$ cat src/rtl/pipelined_control_unit_pkg.sv
// Shared control types for the pipelined control unit: opcodes, ALUOp codes,
// the per-stage control bundle and the flush FSM state encoding.
package ctrl_pkg;

  localparam logic [6:0] ALU_R     = 7'b0110011;
  localparam logic [6:0] ALU_I     = 7'b0010011;
  localparam logic [6:0] BRANCH_EQ = 7'b1100011;
  localparam logic [6:0] JUMP      = 7'b1101111;
  localparam logic [6:0] LOAD      = 7'b0000011;
  localparam logic [6:0] STORE     = 7'b0100011;

  localparam logic [1:0] ADD    = 2'b00;
  localparam logic [1:0] SUB    = 2'b01;
  localparam logic [1:0] R_TYPE = 2'b10;

  typedef struct packed {
    logic [1:0] alu_op;
    logic       alu_src;
    logic       mem_read;
    logic       mem_write;
    logic       mem_2_reg;
    logic       reg_write;
    logic       branch;
    logic       jump;
  } ctrl_bundle_t;

  localparam ctrl_bundle_t BUBBLE = '0;

  typedef enum logic {
    RUN,
    FLUSH
  } ctrl_state_e;

endpackage

$ cat src/rtl/pipelined_control_unit_if.sv
// ID-stage inputs and per-stage control outputs of the control unit.
// Perf counter signals exist only when CTRL_PERF_COUNTERS_EN is defined.
interface pipelined_control_unit_if #(
  parameter int REG_ADDR_W = 5,
  parameter int CNT_W      = 16
);

  logic [6:0]            id_opcode;
  logic [REG_ADDR_W-1:0] id_rs1;
  logic [REG_ADDR_W-1:0] id_rs2;
  logic [REG_ADDR_W-1:0] id_rd;
  logic                  reg_equal;

  logic                  pc_write;
  logic                  if_id_write;
  logic                  redirect;
  logic [1:0]            ex_alu_op;
  logic                  ex_alu_src;
  logic                  ex_mem_read;
  logic [REG_ADDR_W-1:0] ex_rd;
  logic                  mem_mem_read;
  logic                  mem_mem_write;
  logic [REG_ADDR_W-1:0] mem_rd;
  logic                  mem_reg_write;
  logic                  wb_mem_2_reg;
  logic                  wb_reg_write;
  logic [REG_ADDR_W-1:0] wb_rd;

`ifdef CTRL_PERF_COUNTERS_EN
  logic [CNT_W-1:0]      stall_cnt;
  logic [CNT_W-1:0]      flush_cnt;

  modport master (
    output id_opcode, id_rs1, id_rs2, id_rd, reg_equal,
    input  pc_write, if_id_write, redirect,
    input  ex_alu_op, ex_alu_src, ex_mem_read, ex_rd,
    input  mem_mem_read, mem_mem_write, mem_rd, mem_reg_write,
    input  wb_mem_2_reg, wb_reg_write, wb_rd,
    input  stall_cnt, flush_cnt
  );

  modport slave (
    input  id_opcode, id_rs1, id_rs2, id_rd, reg_equal,
    output pc_write, if_id_write, redirect,
    output ex_alu_op, ex_alu_src, ex_mem_read, ex_rd,
    output mem_mem_read, mem_mem_write, mem_rd, mem_reg_write,
    output wb_mem_2_reg, wb_reg_write, wb_rd,
    output stall_cnt, flush_cnt
  );
`else
  modport master (
    output id_opcode, id_rs1, id_rs2, id_rd, reg_equal,
    input  pc_write, if_id_write, redirect,
    input  ex_alu_op, ex_alu_src, ex_mem_read, ex_rd,
    input  mem_mem_read, mem_mem_write, mem_rd, mem_reg_write,
    input  wb_mem_2_reg, wb_reg_write, wb_rd
  );

  modport slave (
    input  id_opcode, id_rs1, id_rs2, id_rd, reg_equal,
    output pc_write, if_id_write, redirect,
    output ex_alu_op, ex_alu_src, ex_mem_read, ex_rd,
    output mem_mem_read, mem_mem_write, mem_rd, mem_reg_write,
    output wb_mem_2_reg, wb_reg_write, wb_rd
  );
`endif

endinterface

$ cat src/rtl/pipelined_control_unit_decoder.sv
// Combinational opcode decoder for the ID stage; unknown opcodes decode to BUBBLE.
module ctrl_decoder
  import ctrl_pkg::*;
(
  input  logic [6:0]   opcode_i,
  output ctrl_bundle_t ctrl_o
);

  always_comb begin
    ctrl_o = BUBBLE;
    case (opcode_i)
      ALU_R: begin
        ctrl_o.alu_op    = R_TYPE;
        ctrl_o.reg_write = 1'b1;
      end
      ALU_I: begin
        ctrl_o.alu_op    = ADD;
        ctrl_o.alu_src   = 1'b1;
        ctrl_o.reg_write = 1'b1;
      end
      LOAD: begin
        ctrl_o.alu_op    = ADD;
        ctrl_o.alu_src   = 1'b1;
        ctrl_o.mem_read  = 1'b1;
        ctrl_o.mem_2_reg = 1'b1;
        ctrl_o.reg_write = 1'b1;
      end
      STORE: begin
        ctrl_o.alu_op    = ADD;
        ctrl_o.alu_src   = 1'b1;
        ctrl_o.mem_write = 1'b1;
      end
      BRANCH_EQ: begin
        ctrl_o.alu_op = SUB;
        ctrl_o.branch = 1'b1;
      end
      JUMP: begin
        ctrl_o.alu_op = ADD;
        ctrl_o.jump   = 1'b1;
      end
      default: ctrl_o = BUBBLE;
    endcase
  end

endmodule

$ cat src/rtl/pipelined_control_unit.sv
// Pipelined control unit: ID decode, ID/EX-EX/MEM-MEM/WB control registers,
// load-use stall and branch/jump flush window. Optional CTRL_PERF_COUNTERS_EN.
module pipelined_control_unit
  import ctrl_pkg::*;
#(
  parameter int REG_ADDR_W  = 5,
  parameter int FLUSH_SLOTS = 1,
  parameter int CNT_W       = 16
) (
  input  logic                    clk,
  input  logic                    rst,
  pipelined_control_unit_if.slave bus
);

  typedef struct packed {
    ctrl_bundle_t          ctrl;
    logic [REG_ADDR_W-1:0] rd;
  } stage_t;

  ctrl_bundle_t id_ctrl;
  stage_t       id_ex_d, id_ex_q, ex_mem_q, mem_wb_q;
  ctrl_state_e  state_q;
  logic [2:0]   slot_cnt_q;
  logic         in_run;
  logic         hazard;
  logic         take;

  ctrl_decoder u_decoder (
    .opcode_i (bus.id_opcode),
    .ctrl_o   (id_ctrl)
  );

  assign in_run = (state_q == RUN);

  // A load in EX whose rd feeds either ID source must wait one cycle.
  assign hazard = !rst && in_run && id_ex_q.ctrl.mem_read && (id_ex_q.rd != '0) &&
                  ((id_ex_q.rd == bus.id_rs1) || (id_ex_q.rd == bus.id_rs2));

  assign take = !rst && in_run && !hazard &&
                ((id_ctrl.branch && bus.reg_equal) || id_ctrl.jump);

  always_comb begin
    id_ex_d.ctrl = id_ctrl;
    id_ex_d.rd   = (id_ctrl == BUBBLE) ? '0 : bus.id_rd;
    if (!in_run || hazard) begin
      id_ex_d = '0;
    end
  end

  always_ff @(posedge clk) begin
    if (rst) begin
      id_ex_q    <= '0;
      ex_mem_q   <= '0;
      mem_wb_q   <= '0;
      state_q    <= RUN;
      slot_cnt_q <= '0;
    end else begin
      id_ex_q  <= id_ex_d;
      ex_mem_q <= id_ex_q;
      mem_wb_q <= ex_mem_q;
      case (state_q)
        RUN: begin
          if (take) begin
            state_q    <= FLUSH;
            slot_cnt_q <= 3'(FLUSH_SLOTS);
          end
        end
        FLUSH: begin
          if (slot_cnt_q <= 3'd1) begin
            state_q    <= RUN;
            slot_cnt_q <= '0;
          end else begin
            slot_cnt_q <= slot_cnt_q - 3'd1;
          end
        end
        default: begin
          state_q    <= RUN;
          slot_cnt_q <= '0;
        end
      endcase
    end
  end

  assign bus.pc_write      = !hazard;
  assign bus.if_id_write   = !hazard;
  assign bus.redirect      = take;

  assign bus.ex_alu_op     = id_ex_q.ctrl.alu_op;
  assign bus.ex_alu_src    = id_ex_q.ctrl.alu_src;
  assign bus.ex_mem_read   = id_ex_q.ctrl.mem_read;
  assign bus.ex_rd         = id_ex_q.rd;

  assign bus.mem_mem_read  = ex_mem_q.ctrl.mem_read;
  assign bus.mem_mem_write = ex_mem_q.ctrl.mem_write;
  assign bus.mem_rd        = ex_mem_q.rd;
  assign bus.mem_reg_write = ex_mem_q.ctrl.reg_write;

  assign bus.wb_mem_2_reg  = mem_wb_q.ctrl.mem_2_reg;
  assign bus.wb_reg_write  = mem_wb_q.ctrl.reg_write;
  assign bus.wb_rd         = mem_wb_q.rd;

`ifdef CTRL_PERF_COUNTERS_EN
  logic [CNT_W-1:0] stall_cnt_q;
  logic [CNT_W-1:0] flush_cnt_q;

  // Both counters saturate rather than wrap.
  always_ff @(posedge clk) begin
    if (rst) begin
      stall_cnt_q <= '0;
      flush_cnt_q <= '0;
    end else begin
      if (hazard && !(&stall_cnt_q)) begin
        stall_cnt_q <= stall_cnt_q + 1'b1;
      end
      if (!in_run && !(&flush_cnt_q)) begin
        flush_cnt_q <= flush_cnt_q + 1'b1;
      end
    end
  end

  assign bus.stall_cnt = stall_cnt_q;
  assign bus.flush_cnt = flush_cnt_q;
`endif

endmodule

$ cat src/flat_wrapper.sv
// flat-port wrapper written by rule: the top's interface ports become plain ports
module pipelined_control_unit_flat import ctrl_pkg::*;
#(
  parameter int REG_ADDR_W  = 5,
  parameter int FLUSH_SLOTS = 1,
  parameter int CNT_W       = 16
)
  (clk, rst, bus_id_opcode, bus_id_rs1, bus_id_rs2, bus_id_rd, bus_reg_equal, bus_pc_write, bus_if_id_write, bus_redirect, bus_ex_alu_op, bus_ex_alu_src, bus_ex_mem_read, bus_ex_rd, bus_mem_mem_read, bus_mem_mem_write, bus_mem_rd, bus_mem_reg_write, bus_wb_mem_2_reg, bus_wb_reg_write, bus_wb_rd);
  pipelined_control_unit_if #(.REG_ADDR_W(REG_ADDR_W), .CNT_W(CNT_W)) bus_i ();
  input  logic clk;
  input  logic rst;
  input wire logic [$bits(bus_i.id_opcode)-1:0] bus_id_opcode;
  input wire logic [$bits(bus_i.id_rs1)-1:0] bus_id_rs1;
  input wire logic [$bits(bus_i.id_rs2)-1:0] bus_id_rs2;
  input wire logic [$bits(bus_i.id_rd)-1:0] bus_id_rd;
  input wire logic [$bits(bus_i.reg_equal)-1:0] bus_reg_equal;
  output wire logic [$bits(bus_i.pc_write)-1:0] bus_pc_write;
  output wire logic [$bits(bus_i.if_id_write)-1:0] bus_if_id_write;
  output wire logic [$bits(bus_i.redirect)-1:0] bus_redirect;
  output wire logic [$bits(bus_i.ex_alu_op)-1:0] bus_ex_alu_op;
  output wire logic [$bits(bus_i.ex_alu_src)-1:0] bus_ex_alu_src;
  output wire logic [$bits(bus_i.ex_mem_read)-1:0] bus_ex_mem_read;
  output wire logic [$bits(bus_i.ex_rd)-1:0] bus_ex_rd;
  output wire logic [$bits(bus_i.mem_mem_read)-1:0] bus_mem_mem_read;
  output wire logic [$bits(bus_i.mem_mem_write)-1:0] bus_mem_mem_write;
  output wire logic [$bits(bus_i.mem_rd)-1:0] bus_mem_rd;
  output wire logic [$bits(bus_i.mem_reg_write)-1:0] bus_mem_reg_write;
  output wire logic [$bits(bus_i.wb_mem_2_reg)-1:0] bus_wb_mem_2_reg;
  output wire logic [$bits(bus_i.wb_reg_write)-1:0] bus_wb_reg_write;
  output wire logic [$bits(bus_i.wb_rd)-1:0] bus_wb_rd;
  assign bus_i.id_opcode = bus_id_opcode;
  assign bus_i.id_rs1 = bus_id_rs1;
  assign bus_i.id_rs2 = bus_id_rs2;
  assign bus_i.id_rd = bus_id_rd;
  assign bus_i.reg_equal = bus_reg_equal;
  assign bus_pc_write = bus_i.pc_write;
  assign bus_if_id_write = bus_i.if_id_write;
  assign bus_redirect = bus_i.redirect;
  assign bus_ex_alu_op = bus_i.ex_alu_op;
  assign bus_ex_alu_src = bus_i.ex_alu_src;
  assign bus_ex_mem_read = bus_i.ex_mem_read;
  assign bus_ex_rd = bus_i.ex_rd;
  assign bus_mem_mem_read = bus_i.mem_mem_read;
  assign bus_mem_mem_write = bus_i.mem_mem_write;
  assign bus_mem_rd = bus_i.mem_rd;
  assign bus_mem_reg_write = bus_i.mem_reg_write;
  assign bus_wb_mem_2_reg = bus_i.wb_mem_2_reg;
  assign bus_wb_reg_write = bus_i.wb_reg_write;
  assign bus_wb_rd = bus_i.wb_rd;
  pipelined_control_unit #(.REG_ADDR_W(REG_ADDR_W), .FLUSH_SLOTS(FLUSH_SLOTS), .CNT_W(CNT_W)) u_core (.clk(clk), .rst(rst), .bus(bus_i));
endmodule
$ cat config.mk
export PLATFORM = sky130hd
export DESIGN_NAME = pipelined_control_unit_flat
export DESIGN_NICKNAME = d
export VERILOG_FILES = /design/src/rtl/pipelined_control_unit_pkg.sv /design/src/rtl/pipelined_control_unit_if.sv /design/src/rtl/pipelined_control_unit_decoder.sv /design/src/rtl/pipelined_control_unit.sv /design/src/flat_wrapper.sv
export SDC_FILE = /design/constraint.sdc
export NUM_CORES = 1
export LEC_CHECK = 0
export CAP_MARGIN = 20
export CORE_MARGIN = 3
export CORE_UTILIZATION = 39
export DETAILED_ROUTE_END_ITERATION = 8
export PLACE_DENSITY = 0.75
export SYNTH_ARGS = -nofsm -noshare
export SYNTH_HDL_FRONTEND = slang
export SYNTH_HIERARCHICAL = 1
export SYNTH_SLANG_ARGS = --single-unit
export TNS_END_PERCENT = 20
$ cat constraint.sdc
create_clock -name clk -period 1.9 [get_ports clk]
set_input_delay 0.38 -clock clk [delete_from_list [all_inputs] [get_ports clk]]
set_output_delay 0.38 -clock clk [all_outputs]
set_load 0.05 [all_outputs]
# Word level (Yosys, flattened, before mapping)
# Index checks and enable logic that the tools add are counted.
word_totals:
  ff_bits: 30
  out_inout_bits: 27
classes:
  bitwise: 1
  reduce_logical: 18
  n_addsub: 1
  n_eq_ne: 9
  mux: 13
  magnitude_cmp: 1
op_table:
  columns: ["operator", "n"]
  rows:
  - ["7-bit by 6-bit == test with 1-bit output (second input constant)", 2]
  - ["7-bit == test (second input constant)", 2]
  - ["5-bit == test", 2]
  - ["9-bit zero test", 1]
  - ["3-bit OR reduction", 3]
  - ["1-bit two-way mux", 8]
  - ["7-bit by 2-bit == test with 1-bit output (second input constant)", 1]
  - ["7-bit by 5-bit == test with 1-bit output (second input constant)", 1]
  - ["1-bit logical AND", 7]
  - ["3-bit two-way mux", 2]
  - ["3-bit one-hot mux with 2 select lines", 1]
  - ["5-bit nonzero test", 1]
  - ["2-bit one-hot mux with 2 select lines", 1]
  - ["3-bit by 1-bit less-or-equal comparator with 1-bit output (second input constant)", 1]
  - ["1-bit logical OR", 3]
  - ["3-bit by 1-bit subtractor with 3-bit output (second input constant)", 1]
  - ["1-bit zero test", 2]
  - ["2-bit inequality test (second input constant)", 1]
  - ["1-bit one-hot mux with 2 select lines", 1]
  - ["2-bit OR reduction", 1]
  - ["1-bit NOT", 1]

# Longest topological paths before layout
depth:
  word_depth: 10
  mapped_depth: 6

# Hierarchy
# The synthesis kept the hierarchy.
by_module_without_submodules:
  columns: ["module", "cells_each", "area_per_inst_um2", "instances"]
  rows:
  - ["pipelined_control_unit", 118, 1246.2, 1]
  - ["ctrl_decoder", 14, 105.1, 1]

# Least setup slack after synthesis
# OpenSTA, ideal clock, no wires.
synth_path:
  path_type: "register -> output"
  startpoint: "register u_core.id_ex_q, in the netlist u_core/bus.ex_rd[0]"
  endpoint: "output bus_redirect"
  path_stages_with_launch: 6
  arrival_ps: 1777
  n_path_buf: 1
  slack_ps: -257
  path_cell_list: "dfxtp_1 > or3_1 > o311a_4 > a21oi_4 > buf_6 > and2_1"
synth_via:
  elab_chain_len: 6
  elab_cells_between_ends: 9
  classes_between: "eq/ne: 2; reduce/logical: 7"
synth_rtl:
  columns: ["item", "line_no", "text"]
  rows:
  - ["start, declared", "pipelined_control_unit.sv:21", "stage_t id_ex_d, id_ex_q, ex_mem_q, mem_wb_q;"]
  - ["start signal, assigned", "pipelined_control_unit.sv:58", "id_ex_q <= id_ex_d;"]
  - ["5-bit == test / 5-bit nonzero test (equally long branches)", "pipelined_control_unit.sv:37, pipelined_control_unit.sv:36", null]
  - ["1-bit logical OR / 1-bit logical AND (equally long branches)", "pipelined_control_unit.sv:37, pipelined_control_unit.sv:36", null]
  - ["1-bit logical AND (*)", "pipelined_control_unit.sv:36", "assign hazard = !rst && in_run && id_ex_q.ctrl.mem_read && (id_ex_q.rd != '0) &&"]
  - ["1-bit zero test (*)", "pipelined_control_unit.sv:39", "assign take = !rst && in_run && !hazard &&"]
  - ["1-bit logical AND (*) (2 in a row)", "pipelined_control_unit.sv:39", null]
  - ["end, declared", "flat_wrapper.sv:19", "output wire logic [$bits(bus_i.redirect)-1:0] bus_redirect;"]
# Every way passes the cells marked *; elsewhere a longest branch is shown, timed or not.

# Final worst setup path
# Ends and elaborated chain as after synthesis.

==> flow_metrics.env <==
export IMPL_status="finished, violations left"
export IMPL_violations="setup timing"
export IMPL_top_usage_layer="met2"
export IMPL_antenna_found_initial=0
export IMPL_grt_pass1_wl_um=4657
export IMPL_async_flop_share=0
export IMPL_vdd_ir_drop_max_uv=252.2
export IMPL_post_route_worst_setup_slack_ns=-0.2832
export IMPL_fp_dieH_um=64.87
export IMPL_cts_buffer_depth=2
export IMPL_clock_latency_ns=0.31
export IMPL_syn_area_per_cell_um2=10.24
export IMPL_synth_area_leaders="dfxtp_1 47%, buf_4 8.3%, nor2b_1 8.3%, xnor2_1 6.5%, and2_1 3.7%"
export IMPL_drv_cap=0
export IMPL_hold_class="flip-flop to flip-flop"
export IMPL_ios=52
export IMPL_cts_hold_fix_buffers=0
export IMPL_port_buffers=51
export IMPL_vias=1061
export IMPL_min_period_ns=2.183
export IMPL_multi_input_area_um2=595.6
export IMPL_synth_top_area_share=0.4741
export IMPL_finalCritPeriodShare=1.149
export IMPL_grt_setup_unrepaired="true"
export IMPL_drc_errors=0
export IMPL_clk_pin_slew_worst_paths_ns=0.09
export IMPL_end_kind="output pin"
export IMPL_htree_levels=2
export IMPL_tightestPinTransition_ns=0.5040
export IMPL_use_met1=0.1378
export IMPL_yosysMostFrequentCell="dfxtp_1"
export IMPL_crit_required_ns=1.52
export IMPL_finish_utilization=0.6323
export IMPL_drive_above_1_share=0.2158
export IMPL_yosys_area_top_type="dfxtp_1"
export IMPL_wirelength_um=2807
export IMPL_yosysSeqAreaShare=0.4741
export IMPL_area_delta_synth_final_pct=48.70
export IMPL_num_rows=20
export IMPL_drtAntennaViolNets=0
export IMPL_register_area_um2=641.9
export IMPL_synth_edf_count=0
export IMPL_yosys_warnings=6
export IMPL_synthDistinctLibCells=33
export IMPL_worstPathCellList="or3_4, o311a_4, a21oi_4, and2_4, buf_12"
export IMPL_numCtsBuffers=5
export IMPL_hpwlAfterDp_um=2337
export IMPL_viasPerCell=4.534
export IMPL_overflow=0
export IMPL_worst_clock_skew_ns=0.007526
export IMPL_syn_area_um2=1351
export IMPL_dp_cells=225
export IMPL_cts_sinks=32
export IMPL_dp_slack_ns=-0.3400
export IMPL_powerDensity_nw_per_um2=603.6
export IMPL_die_area_um2=4207
export IMPL_drtIter0Drc=30
export IMPL_grt_max_degree=17
export IMPL_max_clock_freq_ghz=0.4581
export IMPL_track_usage=0.1438
export IMPL_grt_use_met2=0.2656
export IMPL_first_pass_iters=4
export IMPL_cp_start_kind="flip-flop"
export IMPL_fillers=278
export IMPL_leakagePower_nw=0.8376
export IMPL_finalPower_mw=1.213
export IMPL_gp_congestion=0.7265
export IMPL_final_cells=234
export IMPL_setup_viol=3
export IMPL_nets=216
export IMPL_syn_inst=132
export IMPL_crit_arrival_ns=1.80
export IMPL_slew_headroom=0.6629
export IMPL_worstSetupPathType="flip-flop to output pin"
export IMPL_synth_nets=159
export IMPL_slew_violations=0
export IMPL_n_antenna_cell=0
export IMPL_hold_violations=0
export IMPL_critPathMaxFanout=3
export IMPL_ys_ff_latch=32
export IMPL_grt_pass1_vias=1113
export IMPL_core_area_um2=3178
export IMPL_synth_ff_type="dfxtp_1"
export IMPL_cp_slowest_cell="or3_4"
export IMPL_synthTopCellsByCount="32 x dfxtp_1, 18 x nor2b_1, 15 x buf_4, 10 x xnor2_1, 8 x and2_1"
export IMPL_cts_tree="done"
export IMPL_met3_usage=0.04679
export IMPL_start_util=0.4252
export IMPL_root_buffer="clkbuf_4"
export IMPL_routedWlPerCell_um=12.00
export IMPL_die_w_um=64.87
export IMPL_slowest_delay_ns=0.37
layout make-up:
type	count	area share
clock buffer	8	0.02927
inverter	3	0.005604
sequential	32	0.3194
timing repair buffer	67	0.3219
tap	44	0.02740
multi-input combinational	80	0.2964
routing by layer:
| metal | vias up | part of all wire |
|---|---|---|
| li1 | 541 | - |
| met1 | 463 | 0.38 |
| met2 | 46 | 0.52 |
| met3 | 11 | 0.071 |
| met4 | 0 | 0.030 |
| met5 | - | 0 |
stage by stage:
stage                     TNS [ns]  hold slack [ns]  instance area (µm²)
after floorplan           -0.05552           0.4138                 1356
after global placement      -1.038           0.4176                 1922
after detailed placement    -2.435           0.4204                 1922
after CTS                  -0.6180           0.4370                 1994
after global routing       -0.7471           0.4597                 2009
final                      -0.5594           0.4407                 2009
report_power, final:
part	switching, mW	internal, mW	total [mW]	leakage (nW)
sequential	0.00377	0.676	0.679	0.258
combinational	0.0663	0.0890	0.155	0.547
clock	0.196	0.182	0.378	0.0326
total	0.266	0.947	1.21	0.838
kinds of logic (layout without fill, tap and decap cells):
kind of cell               Yosys count  after routing  share of synthesized area
and+or+nand+nor                     56             56                     0.2556
DFF                                 32             32                     0.4741
buffers and inverters               20             78                     0.1028
AOI/OAI and AO/OA                   12             12                    0.08427
xor gates and xnor gates            10             10                    0.06481
adders and majority gates            2              2                    0.01852
layout by cell type (no fill, tap or decap), types with 2 or more instances in the layout:
cell type / Yosys / routed
clkdlybuf4s50_1: 0 / 40
dfxtp_1: 32 / 31
buf_4: 15 / 22
nor2b_1: 18 / 18
xnor2_1: 10 / 9
and2_1: 8 / 7
clkbuf_4: 0 / 5
nor2_1: 5 / 5
and3_1: 5 / 5
buf_12: 0 / 3
inv_1: 3 / 3
nand3_1: 3 / 3
nand2_1: 4 / 3
nor3_1: 3 / 3
clkbuf_1: 1 / 2
nor4_1: 2 / 2
nand4_1: 2 / 2
ha_1: 2 / 2
nor3b_1: 2 / 2
timing repair:
| action | CTS | global route |
|---|---|---|
| pin swaps | 2 | 0 |
| setup buffers | 1 | 0 |
| setup endpoints to repair | 3 | 4 |
| resized for setup | 2 | 4 |
path summary, 6_finish.rpt:
path / start / end / slack (ns) / cells after the start
max: u_core/bus.ex_rd[0] / bus_redirect / -0.28 / 5
min: u_core/id_ex_q[8] / u_core/ex_mem_q[8] / 0.44 / 1
max reg2reg: u_core/bus.ex_rd[0] / u_core/slot_cnt_q[0] / 0.18 / 8
min reg2reg: u_core/id_ex_q[8] / u_core/ex_mem_q[8] / 0.44 / 1
worst max-delay path, delay by kind of cell (launching register included):
kind | cells | cell delay [ns]
AO/OA/AOI/OAI | 2 | 0.48
buffers and inverters | 1 | 0.13
flip-flops | 1 | 0.33
AND/OR/NAND/NOR | 2 | 0.54
Note: power is estimated with default switching activity, not from simulation.
